`src/rtl/rr_arb_pkg.sv`:
```
// rtl/rr_arb_pkg.sv - shared types and sizes for the 16-way round-robin arbiter
package rr_arb_pkg;

  localparam int N_REQ = 16;
  localparam int IDX_W = 4;

  typedef enum logic {
    ST_IDLE  = 1'b0,
    ST_GRANT = 1'b1
  } state_t;

endpackage

```
`src/rtl/onehot_dec16.sv`:
```
// rtl/onehot_dec16.sv - 4-to-16 one-hot decoder with enable
module onehot_dec16
  import rr_arb_pkg::*;
(
  input  logic [IDX_W-1:0] idx,
  input  logic             en,
  output logic [N_REQ-1:0] onehot
);

  always_comb begin
    onehot = '0;
    if (en) onehot[idx] = 1'b1;
  end

endmodule

```
`src/rtl/rr_arbiter_16.sv`:
```
// rtl/rr_arbiter_16.sv - 16-requester round-robin arbiter, break-before-make, hold timeout
module rr_arbiter_16
  import rr_arb_pkg::*;
#(
  parameter int MAX_HOLD = 8,
  parameter int CNT_W    = 4
) (
  input  logic             clk,
  input  logic             rst_n,
  input  logic             en,
  input  logic [N_REQ-1:0] req,
  output logic             gnt_valid,
  output logic [IDX_W-1:0] gnt_idx,
  output logic [N_REQ-1:0] gnt_onehot,
  output logic             preempt
);

  localparam logic [CNT_W-1:0] HOLD_LAST = (MAX_HOLD == 0) ? '0 : CNT_W'(MAX_HOLD - 1);

  state_t           state_q, state_d;
  logic [IDX_W-1:0] ptr_q, ptr_d;
  logic [IDX_W-1:0] idx_q, idx_d;
  logic [CNT_W-1:0] hold_q, hold_d;
  logic             pre_q, pre_d;
  logic [IDX_W-1:0] winner;
  logic             others_pending;
  logic             timeout;

  // First set request scanning upward from p, wrapping through 15 -> 0.
  function automatic logic [IDX_W-1:0] rr_pick(input logic [N_REQ-1:0] r,
                                               input logic [IDX_W-1:0] p);
    logic [IDX_W-1:0] w;
    logic [IDX_W-1:0] c;
    logic             found;
    w     = '0;
    found = 1'b0;
    for (int k = 0; k < N_REQ; k++) begin
      c = p + IDX_W'(k);
      if (!found && r[c]) begin
        w     = c;
        found = 1'b1;
      end
    end
    return w;
  endfunction

  assign gnt_valid = (state_q == ST_GRANT);
  assign gnt_idx   = idx_q;
  assign preempt   = pre_q;

  onehot_dec16 u_dec (
    .idx    (idx_q),
    .en     (gnt_valid),
    .onehot (gnt_onehot)
  );

  assign winner         = rr_pick(req, ptr_q);
  assign others_pending = |(req & ~gnt_onehot);
  // Once the hold limit is reached it stays armed (counter saturates) until someone else asks.
  assign timeout        = (MAX_HOLD != 0) && (hold_q >= HOLD_LAST) && others_pending;

  always_comb begin
    state_d = state_q;
    ptr_d   = ptr_q;
    idx_d   = idx_q;
    hold_d  = hold_q;
    pre_d   = 1'b0;
    case (state_q)
      ST_IDLE: begin
        if (en && |req) begin
          state_d = ST_GRANT;
          idx_d   = winner;
          ptr_d   = winner + 1'b1;
          hold_d  = '0;
        end
      end
      ST_GRANT: begin
        if (!req[idx_q] || !en || timeout) begin
          state_d = ST_IDLE;
          idx_d   = '0;
          hold_d  = '0;
          pre_d   = req[idx_q] && en;
        end else if (hold_q != '1) begin
          hold_d = hold_q + 1'b1;
        end
      end
      default: state_d = ST_IDLE;
    endcase
  end

  always_ff @(posedge clk) begin
    if (!rst_n) begin
      state_q <= ST_IDLE;
      ptr_q   <= '0;
      idx_q   <= '0;
      hold_q  <= '0;
      pre_q   <= 1'b0;
    end else begin
      state_q <= state_d;
      ptr_q   <= ptr_d;
      idx_q   <= idx_d;
      hold_q  <= hold_d;
      pre_q   <= pre_d;
    end
  end

endmodule

```
`config.mk`:
```
export PLATFORM = sky130hd
export DESIGN_NAME = rr_arbiter_16
export DESIGN_NICKNAME = d
export VERILOG_FILES = /design/src/rtl/rr_arb_pkg.sv /design/src/rtl/onehot_dec16.sv /design/src/rtl/rr_arbiter_16.sv
export SDC_FILE = /design/constraint.sdc
export NUM_CORES = 1
export LEC_CHECK = 0
export ABC_AREA = 1
export CAP_MARGIN = 20
export CELL_PAD_IN_SITES_DETAIL_PLACEMENT = 1
export CELL_PAD_IN_SITES_GLOBAL_PLACEMENT = 1
export CORE_MARGIN = 1
export CORE_UTILIZATION = 38
export DETAILED_ROUTE_END_ITERATION = 8
export PLACE_DENSITY = 0.81
export SKIP_CTS_REPAIR_TIMING = 1
export SLEW_MARGIN = 25
export SYNTH_ARGS = -nofsm -noshare
export SYNTH_HDL_FRONTEND = slang
export SYNTH_HIERARCHICAL = 1
export SYNTH_SLANG_ARGS = --single-unit
```
`constraint.sdc`:
```
create_clock -name clk -period 4.85 [get_ports clk]
set_input_delay 0.97 -clock clk [delete_from_list [all_inputs] [get_ports clk]]
set_output_delay 0.97 -clock clk [all_outputs]
set_load 0.005 [all_outputs]
```
==> results.txt, run 1 <==
The placeable core region is 0.007408 sq mm. The die is roughly 91 um wide. The run finished with clean final reports. The total internal power came out at just over 900 uW.

Ranked by total cell area, the synthesized netlist is headed by sky130_fd_sc_hd__nand2_1 18%, sky130_fd_sc_hd__nand3_1 17%, sky130_fd_sc_hd__dfxtp_1 9.4%. The worst slew slack as a fraction of its limit came out at roughly 55%. The share of total power in sequential cells came out at 8.0%. Entering global routing, the biggest net connects 25 pins.

The area of all placed cells without fillers is between 0.003 and 0.004 sq mm. TritonCTS created 3 clock buffers. For this design the top-level I/O count stands at 41. Global routing used between 20% and 30% of the available tracks.

The final count of hold timing violations came to 0. The first routing iteration left 301 violations. The post-detailed-route DRC marker count came out at 0.

Before CTS, the worst setup slack after placement is around 0.66 ns. The multi-input combinational cells in the finished layout cover a total of roughly 0.0023 sq mm. The row count is 31. At the end of routability-driven placement, the weighted congestion stood at between 0.9 and 1. After synthesis, the largest family of logic cells by area is simple AND/OR/NAND/NOR gates. The combinational share of power is between 80% and 90%. The highest fanout seen on the critical path is 4. STA puts the critical path data required time at about 5 ns.

sky130_fd_sc_hd__nand2_1 takes more of the synthesized area than any other cell. Summing the areas of all compound-gate instances in the mapped netlist gives approximately 12% of the synthesized area. The worst hold path belongs to the class reg2reg. The cell count after placement came out at between 600 and 700.

The total leakage power came out at ~1.7 nW. Summed over all nets, the half-perimeter wirelength after detailed placement is roughly 9.4 mm. The final critical-path required period came out at 3.996 ns. The total of max-cap violations is 0.

The total detailed-routing wirelength is approximately 11 mm. The top-area cell type share of the netlist area came out at 17.77%. The post-synthesis sequential element count is 14. The number of antenna-violating nets in the routed design came out at 0.

The critical path in this run is classified as in2reg. On the critical path, the stage with the largest delay is an instance of sky130_fd_sc_hd__clkdlybuf4s50_1. The detailed-route via count came out at 3765. The most used flip-flop cell after synthesis is sky130_fd_sc_hd__dfxtp_1. The number of failing setup endpoints in the final timing report came out at 0. For this run, the register share of the synthesized area comes to under 10%. The via count of the first global-routing pass came to about 3800. The post-synthesis average cell area came out at around 5.6 sq um. The worst clock skew on the final layout is around 0.00085 ns.

The number of port buffers came out at 40. The share of flip-flops with an asynchronous set or reset is 0%. The worst setup path is launched from a primary input.

The top cell types in the final layout, fill and taps aside, are 141 x sky130_fd_sc_hd__nand2_1, 104 x sky130_fd_sc_hd__nand3_1, 74 x sky130_fd_sc_hd__inv_1. The maximum buffer depth of the clock tree came out at 2. Clock-pin slew was measured on the worst setup and hold paths at 0.06 ns. TritonCTS built the clock tree.

The area of the mapped netlist is 0.002979 sq mm. Setup repair after global routing left no endpoint under its margin. Leaving out fill and tap cells, the most frequent cell in the layout is sky130_fd_sc_hd__nand2_1. The share of total power dissipated in the clock network is 4.6%. Relative to the synthesized area, the layout overhead comes to 17.85%.

The xor/xnor share of the synthesized area is 3.486%. Walking the worst path, the cells encountered are clkdlybuf4s50_1 -> nand2_1 -> nand3_1 -> nand3_1 -> nand2_1 -> inv_1 -> o21ai_0 -> inv_1 -> nand3_1 -> nand2_1 -> o21ai_0 -> nand3_1 -> nor2_1 -> nand3_1 -> nor2_1 -> a21oi_4 -> ha_1 -> o21ai_0 -> a21oi_1. Static timing analysis puts the maximum clock frequency at 0.2503 GHz.

IR analysis of the VDD net gives a maximum drop of 0.3989 mV. The final cycle utilization of the critical path came out at between 80% and 90%. The first-pass iteration count of the detailed router is 5. The data arrival time of the critical path is just over 4 ns. The layout filler cell count came out at around 1100. The per-cell via count in the routed design came out at ~5.6. The highest cell delay on the worst timing path came out at approximately 0.58 ns. The number of nets in the layout came out at roughly 600. In this run the number of H-tree levels came out at 1.

The area taken by flip-flops and latches is between 200 and 300 sq um. The synthesized netlist contains between 40 and 50 unique library cells. The cell count after synthesis came out at approximately 540. The share of the core filled with cells in the final layout is a little under half. The number of antenna violations at the first check in global routing is 0. Counting every net in the synthesized netlist gives about 560. The adder-cell share of the synthesized area came out at under 10%.

The number of inserted diodes is 0. Of the total synthesized cell area, the portion taken by AND, OR, NAND and NOR gates is 57.58%. In this run the clock root is driven by a sky130_fd_sc_hd__clkbuf_8.

Power spread over the standard cell area amounts to between 700 and 800 mW/mm^2. The mux share of post-synthesis cell area came out at 0%. Of the total power, the share spent switching nets is about two thirds. The starting density of the core is between 40 and 50%. The endpoint class of the critical path is a register. The proportion of layout cells with a drive suffix above 1 is approximately a tenth.

The placed standard-cell area is 0.003456 sq mm. The post-detailed-route wirelength per cell is about 17 um. The final-report max-slew violation count came to 0. The overflow left after global routing is 0. The reported net switching power came out at 1.702 mW. During synthesis, Yosys emitted a total of 6 warnings.

The number of sinks on the clock net came out at 14. The latest clock arrival within the worst-skew pair is 0.25 ns. The worst hold slack across all endpoints is 0.4877 ns. Setup slack closes at roughly 0.85 ns. The non-filler instance count after layout is around 670. The first-pass GRT wire length came out at 19.00 mm. The aggregate negative setup slack is 0 ns. The total power of the final layout is around 2.6 mW. The number of synthesized flops with an enable pin is 0. At the pin with the least slew margin, the transition time is between 0.6 and 0.7 ns. The area enclosed by the die boundary came out at slightly above 0.008 sq mm. The die is 90.54 um tall.

The cell occurring most often along the worst timing path is sky130_fd_sc_hd__nand3_1.
-- flip-flops by register name, indices dropped and copies added (netlist names) --
signal     cells
ptr_q          4
gnt_valid      1
preempt        1
gnt_idx        4
hold_q         4
-- layer usage --
metal  share of wire [%]  GRT usage [%]  wire length (um)
met5                   0              0                 0
met4                 1.0          5.242               120
met3                 3.8          1.347               433
met2                  47          48.74              5378
met1                  48          40.11              5501
-- power groups by stage --
stage                     registers (mW)  logic [mW]  clock network (mW)
after floorplan                    0.178        1.68                   0
after global routing               0.214        2.55               0.123
after CTS                          0.208        2.26               0.119
after detailed placement           0.210        2.24                   0
final                              0.209        2.28               0.119
after global placement             0.208        2.18                   0
-- cells in the mapped netlist, types with 2 or more instances --
cell type	n
sky130_fd_sc_hd__xor2_2	2
sky130_fd_sc_hd__nand3_2	9
sky130_fd_sc_hd__o21a_1	4
sky130_fd_sc_hd__nor2_4	2
sky130_fd_sc_hd__buf_6	3
sky130_fd_sc_hd__nand4_1	13
sky130_fd_sc_hd__nand2_1	141
sky130_fd_sc_hd__buf_4	2
sky130_fd_sc_hd__nand2_2	18
sky130_fd_sc_hd__o22ai_1	10
sky130_fd_sc_hd__a21oi_1	15
sky130_fd_sc_hd__nand2_4	3
sky130_fd_sc_hd__nor2_2	2
sky130_fd_sc_hd__o21ai_0	24
sky130_fd_sc_hd__nor2_8	2
sky130_fd_sc_hd__inv_1	74
sky130_fd_sc_hd__dfxtp_1	14
sky130_fd_sc_hd__nand3_1	104
sky130_fd_sc_hd__o21ai_1	3
sky130_fd_sc_hd__nor2_1	44
sky130_fd_sc_hd__nand4_4	2
sky130_fd_sc_hd__nor3_1	3
sky130_fd_sc_hd__xor2_1	5
sky130_fd_sc_hd__inv_2	4
sky130_fd_sc_hd__buf_2	5
sky130_fd_sc_hd__ha_1	9
sky130_fd_sc_hd__nor4_1	3
-- critical path: cells and delay by family --
kind / cells / cell delay [ns]
buffers and inverters: 3 / 0.84
adders and majority gates: 1 / 0.27
AOI/OAI and AO/OA: 5 / 0.91
and+or+nand+nor: 10 / 1.15
-- final timing paths --
kind / start / endpoint / slack, ns / depth (start not counted)
worst max register to register: ptr_q[0] / ptr_q[1] / 0.99 / 21
worst min-delay path: hold_q[1] / hold_q[1] / 0.49 / 2
worst max-delay path: req[11] / ptr_q[1] / 0.85 / 19
worst min register to register: hold_q[1] / hold_q[1] / 0.49 / 2
-- area by class of cell --
| class | instances | share of cell area, % |
|---|---|---|
| Tap cell | 99 | 3.528 |
| Multi-Input combinational cell | 429 | 65.47 |
| Inverter | 80 | 8.767 |
| Clock buffer | 4 | 1.568 |
| Sequential cell | 14 | 7.983 |
| Timing Repair Buffer | 46 | 12.69 |
-- logic make-up after synthesis --
logic type | after synthesis
AO/OA/AOI/OAI | 63
AND/OR/NAND/NOR | 349
buffers and inverters | 92
flip-flops | 14
adder cells (fa/ha/maj) | 9
XOR/XNOR | 8
No activity file was read; power rests on OpenSTA's default activity.
==> run 2: changes to the inputs <==
Clock period 4.85 ns to 3.8 ns, I/O delays scaled along.
==> run 2 against run 1 <==
Combinational power is 55% higher; count of clock-buffer cells in the layout is 1 lower; core utilization up 5.5 points; die area unchanged; flip-flop and latch count is the same; via count increased by 7.2%; largest cell class unchanged; critical path depth rose by 2; sequential share of layout area is 0.74 points lower; hold slack improved by 0.010 ns.
==> results.txt, run 2 (synthesis gave the netlist of run 1 again) <==
Run status: completed (unchanged). The highest cell delay on the worst timing path came out at 0.49 ns (was 0.58 ns). The aggregate negative setup slack is 0 ns (unchanged). The clock transition at the registers of the reported paths was 0.05 ns (was 0.06 ns). The starting density of the core is 40.21% (unchanged). The final critical-path required period is about 3.7 ns. The final count of hold timing violations was 0 (unchanged). The total CTS buffers came to 3 (unchanged). The overflow left after global routing came to 0 (unchanged). The per-cell via count in the routed design came out at 5.764 (was 5.603). The data arrival time of the critical path is 3.80 ns (was 4.13 ns).

Most frequent cells in the layout: 133 x sky130_fd_sc_hd__nand2_1, 98 x sky130_fd_sc_hd__nand3_1, 72 x sky130_fd_sc_hd__inv_1 (was 141 x sky130_fd_sc_hd__nand2_1, 104 x sky130_fd_sc_hd__nand3_1, 74 x sky130_fd_sc_hd__inv_1). The detailed-route via count is 4035 (was 3765). The post-detailed-route DRC marker count is 0 (unchanged). The total of max-cap violations is 0 (unchanged). The number of nets in the layout is 631 (was 602). Cell Chain, Critical Path: inv_2 -> buf_4 -> ha_1 -> nand2_1 -> nand2_1 -> xor2_2 -> inv_1 -> nand2_1 -> o21ai_2 -> nor2_8 -> nand4_4 -> nor2_4 -> nand3_4 -> nor2_4 -> nand2_2 -> nor2_1 -> nor2_1 -> a21oi_4 -> ha_1 -> o21ai_0 -> a21oi_1 (was clkdlybuf4s50_1 -> nand2_1 -> nand3_1 -> nand3_1 -> nand2_1 -> inv_1 -> o21ai_0 -> inv_1 -> nand3_1 -> nand2_1 -> o21ai_0 -> nand3_1 -> nor2_1 -> nand3_1 -> nor2_1 -> a21oi_4 -> ha_1 -> o21ai_0 -> a21oi_1). The slew at the pin with the worst max-slew slack came out at 0.6322 ns (was 0.6618 ns). The area taken by flip-flops and latches is 284.0 sq um (was 280.3 sq um).

The critical register-to-register path startpoint is ptr_q[2] (was ptr_q[0]). The clock root buffer is sky130_fd_sc_hd__clkbuf_8 (unchanged). The row count came out at 31 (unchanged). The worst min-delay path class is reg2reg (unchanged). The number of failing setup endpoints in the final timing report came out at 0 (unchanged). The routability congestion estimate from global placement is 0.9674 (was 0.9394). The area enclosed by the die boundary came to 0.008197 sq mm (unchanged). The maximum buffer depth of the clock tree came out at 2 (unchanged). The number of I/O pins came out at 41 (unchanged).

The layout filler cell count is 1068 (was 1091). The initial detailed-routing violation count came out at 286 (was 301). The start point of the critical path is ptr_q[2] (was req[11]).

The most heavily used metal layer in global routing is met2 (unchanged). The placeable core region came out at 0.007408 sq mm (unchanged). The fmax is roughly 0.27 GHz.

The post-detailed-route wirelength per cell was 18.41 um (was 17.01 um). The total detailed-routing wirelength is 12.88 mm (was 11.43 mm). The first-pass GRT wire length is 19.74 mm (was 19.00 mm). The required time at the endpoint of the critical path came out at 3.93 ns (was 4.99 ns). The ratio of total power to cell area is 997.8 mW/mm^2 (was 743.1 mW/mm^2). The highest fanout seen on the critical path is 10 (was 4). The overall die height is 90.54 um (unchanged).

The start-to-end type of the worst setup path is reg2reg (was in2reg). The number of port buffers is 40 (unchanged). The met2 routing resource usage after global routing is 51.07% (was 48.74%). The proportion of layout cells with a drive suffix above 1 came out at 18.64% (was 10.65%). The final-report max-slew violation count is 0 (unchanged). The cell occurring most often along the worst timing path was sky130_fd_sc_hd__nand2_1 (was sky130_fd_sc_hd__nand3_1). The via count of the first global-routing pass came out at 3969 (was 3789).

The total leakage power is 1.970 nW (was 1.680 nW). The largest voltage drop on the vdd net came out at 0.4576 mV (was 0.3989 mV). The worst slew slack as a fraction of its limit came out at 57.41% (was 55.41%). The startpoint class of the critical path is a register (was primary input). The first-pass iteration count of the detailed router came out at 5 (unchanged). The startpoint of the lowest-slack hold path is hold_q[1] (unchanged).

The largest net degree at the start of global routing is 25 (unchanged). The leading cell type in the layout, fill and taps excluded is sky130_fd_sc_hd__nand2_1 (unchanged). The number of antenna-violating nets in the routed design came out at 0 (unchanged). The standard cell with the maximum stage delay on the critical path is sky130_fd_sc_hd__dfxtp_1 (was sky130_fd_sc_hd__clkdlybuf4s50_1). The final critical path takes up 96.61% of the cycle. The worst clock skew on the final layout was 0.001089 ns (was 0.0008537 ns). The area used by multi-input combinational logic is 0.002419 sq mm (was 0.002298 sq mm). The endpoint class of the critical path was a register (unchanged).

The layout-stage area growth over the synthesis result came out at 31.63% (was 17.85%). The TritonCTS clock tree was yes (unchanged). The global routing usage on met1 is 39.02% (was 40.11%).

The latest clock arrival within the worst-skew pair is 0.24 ns (was 0.25 ns). The met3 track demand over resource came out at 3.283% (was 1.347%). The total half-perimeter wirelength after legalization and detailed placement is 9.876 mm (was 9.364 mm). The number of antenna violations at the first check in global routing is 0 (unchanged).

The register-to-register setup slack came out at 0.13 ns (was 0.99 ns). The die width was 90.54 um (unchanged). The number of sinks on the clock net came out at 14 (unchanged).

The overall track demand over capacity in global routing is 29.75% (was 28.67%). The count of H-tree levels built during CTS came out at 1 (unchanged). The number of inserted diodes is 0 (unchanged). The total power of the final layout came to 3.913 mW (was 2.609 mW).
[run 2: cell types whose count changed in the layout (fill, tap and decap cells not counted), sizes merged]
cell,previous run,this run
buf,6,33
clkinvlp,0,2
inv,80,79
clkdlybuf4s50,40,25
dlymetal6s2s,0,15
[run 2: power by group]
| part | leakage (nW) | internal [mW] | switching [mW] | total, mW |
|---|---|---|---|---|
| clock | 0.0216 | 0.0702 | 0.0502 | 0.120 |
| sequential | 0.115 | 0.182 | 0.0819 | 0.264 |
| combinational | 1.83 | 1.23 | 2.30 | 3.53 |
| total | 1.97 | 1.48 | 2.43 | 3.91 |
[run 2: critical path, delay by kind of cell (launching register included)]
kind / cells / cell delay (ns)
and+or+nand+nor: 11 / 1.37
DFF: 1 / 0.49
adders and majority gates: 2 / 0.48
buffers and inverters: 3 / 0.45
AOI/OAI and AO/OA: 4 / 0.45
xor gates and xnor gates: 1 / 0.29
[run 2: final timing paths]
check,cells past startpoint,to
worst max-delay path,21,ptr_q[1]
worst min-delay path,2,hold_q[1]
worst max register to register,21,ptr_q[1]
worst min register to register,2,hold_q[1]
[run 2: routing by layer]
| metal | vias to the layer above | share of wire (%) |
|---|---|---|
| met4 | 0 | 1.9 |
| met5 | - | 0 |
| li1 | 1893 | - |
| met1 | 1997 | 44 |
| met3 | 24 | 4.7 |
| met2 | 121 | 49 |
[run 2: per-stage QoR]
step	hold WS, ns	std cells	utilization [%]	setup slack, ns	area [sq um]
global route	0.5351	700	52.93	-0.1092	3921
CTS	0.4984	693	49.43	0.09885	3662
global placement	0.4716	690	48.88	0.001364	3621
floorplan	0.4624	535	-	0.3507	2979
detailed placement	0.4902	690	48.88	-0.05281	3621
finish	0.4978	700	52.93	0.1287	3921
[run 2: cell type report]
type	instances	area share [%]
tap	99	3.159
inverter	80	7.945
timing repair buffer	74	18.73
timing repair inverter	1	0.1914
clock buffer	3	1.053
multi-input combinational	429	61.68
sequential	14	7.243
==> run 3: changes to the inputs <==
Settings changed: CTS_CLUSTER_DIAMETER from default to 100.
==> results of run 3 <==
No change in the layout: final DEF, timing and power equal those of run 2.
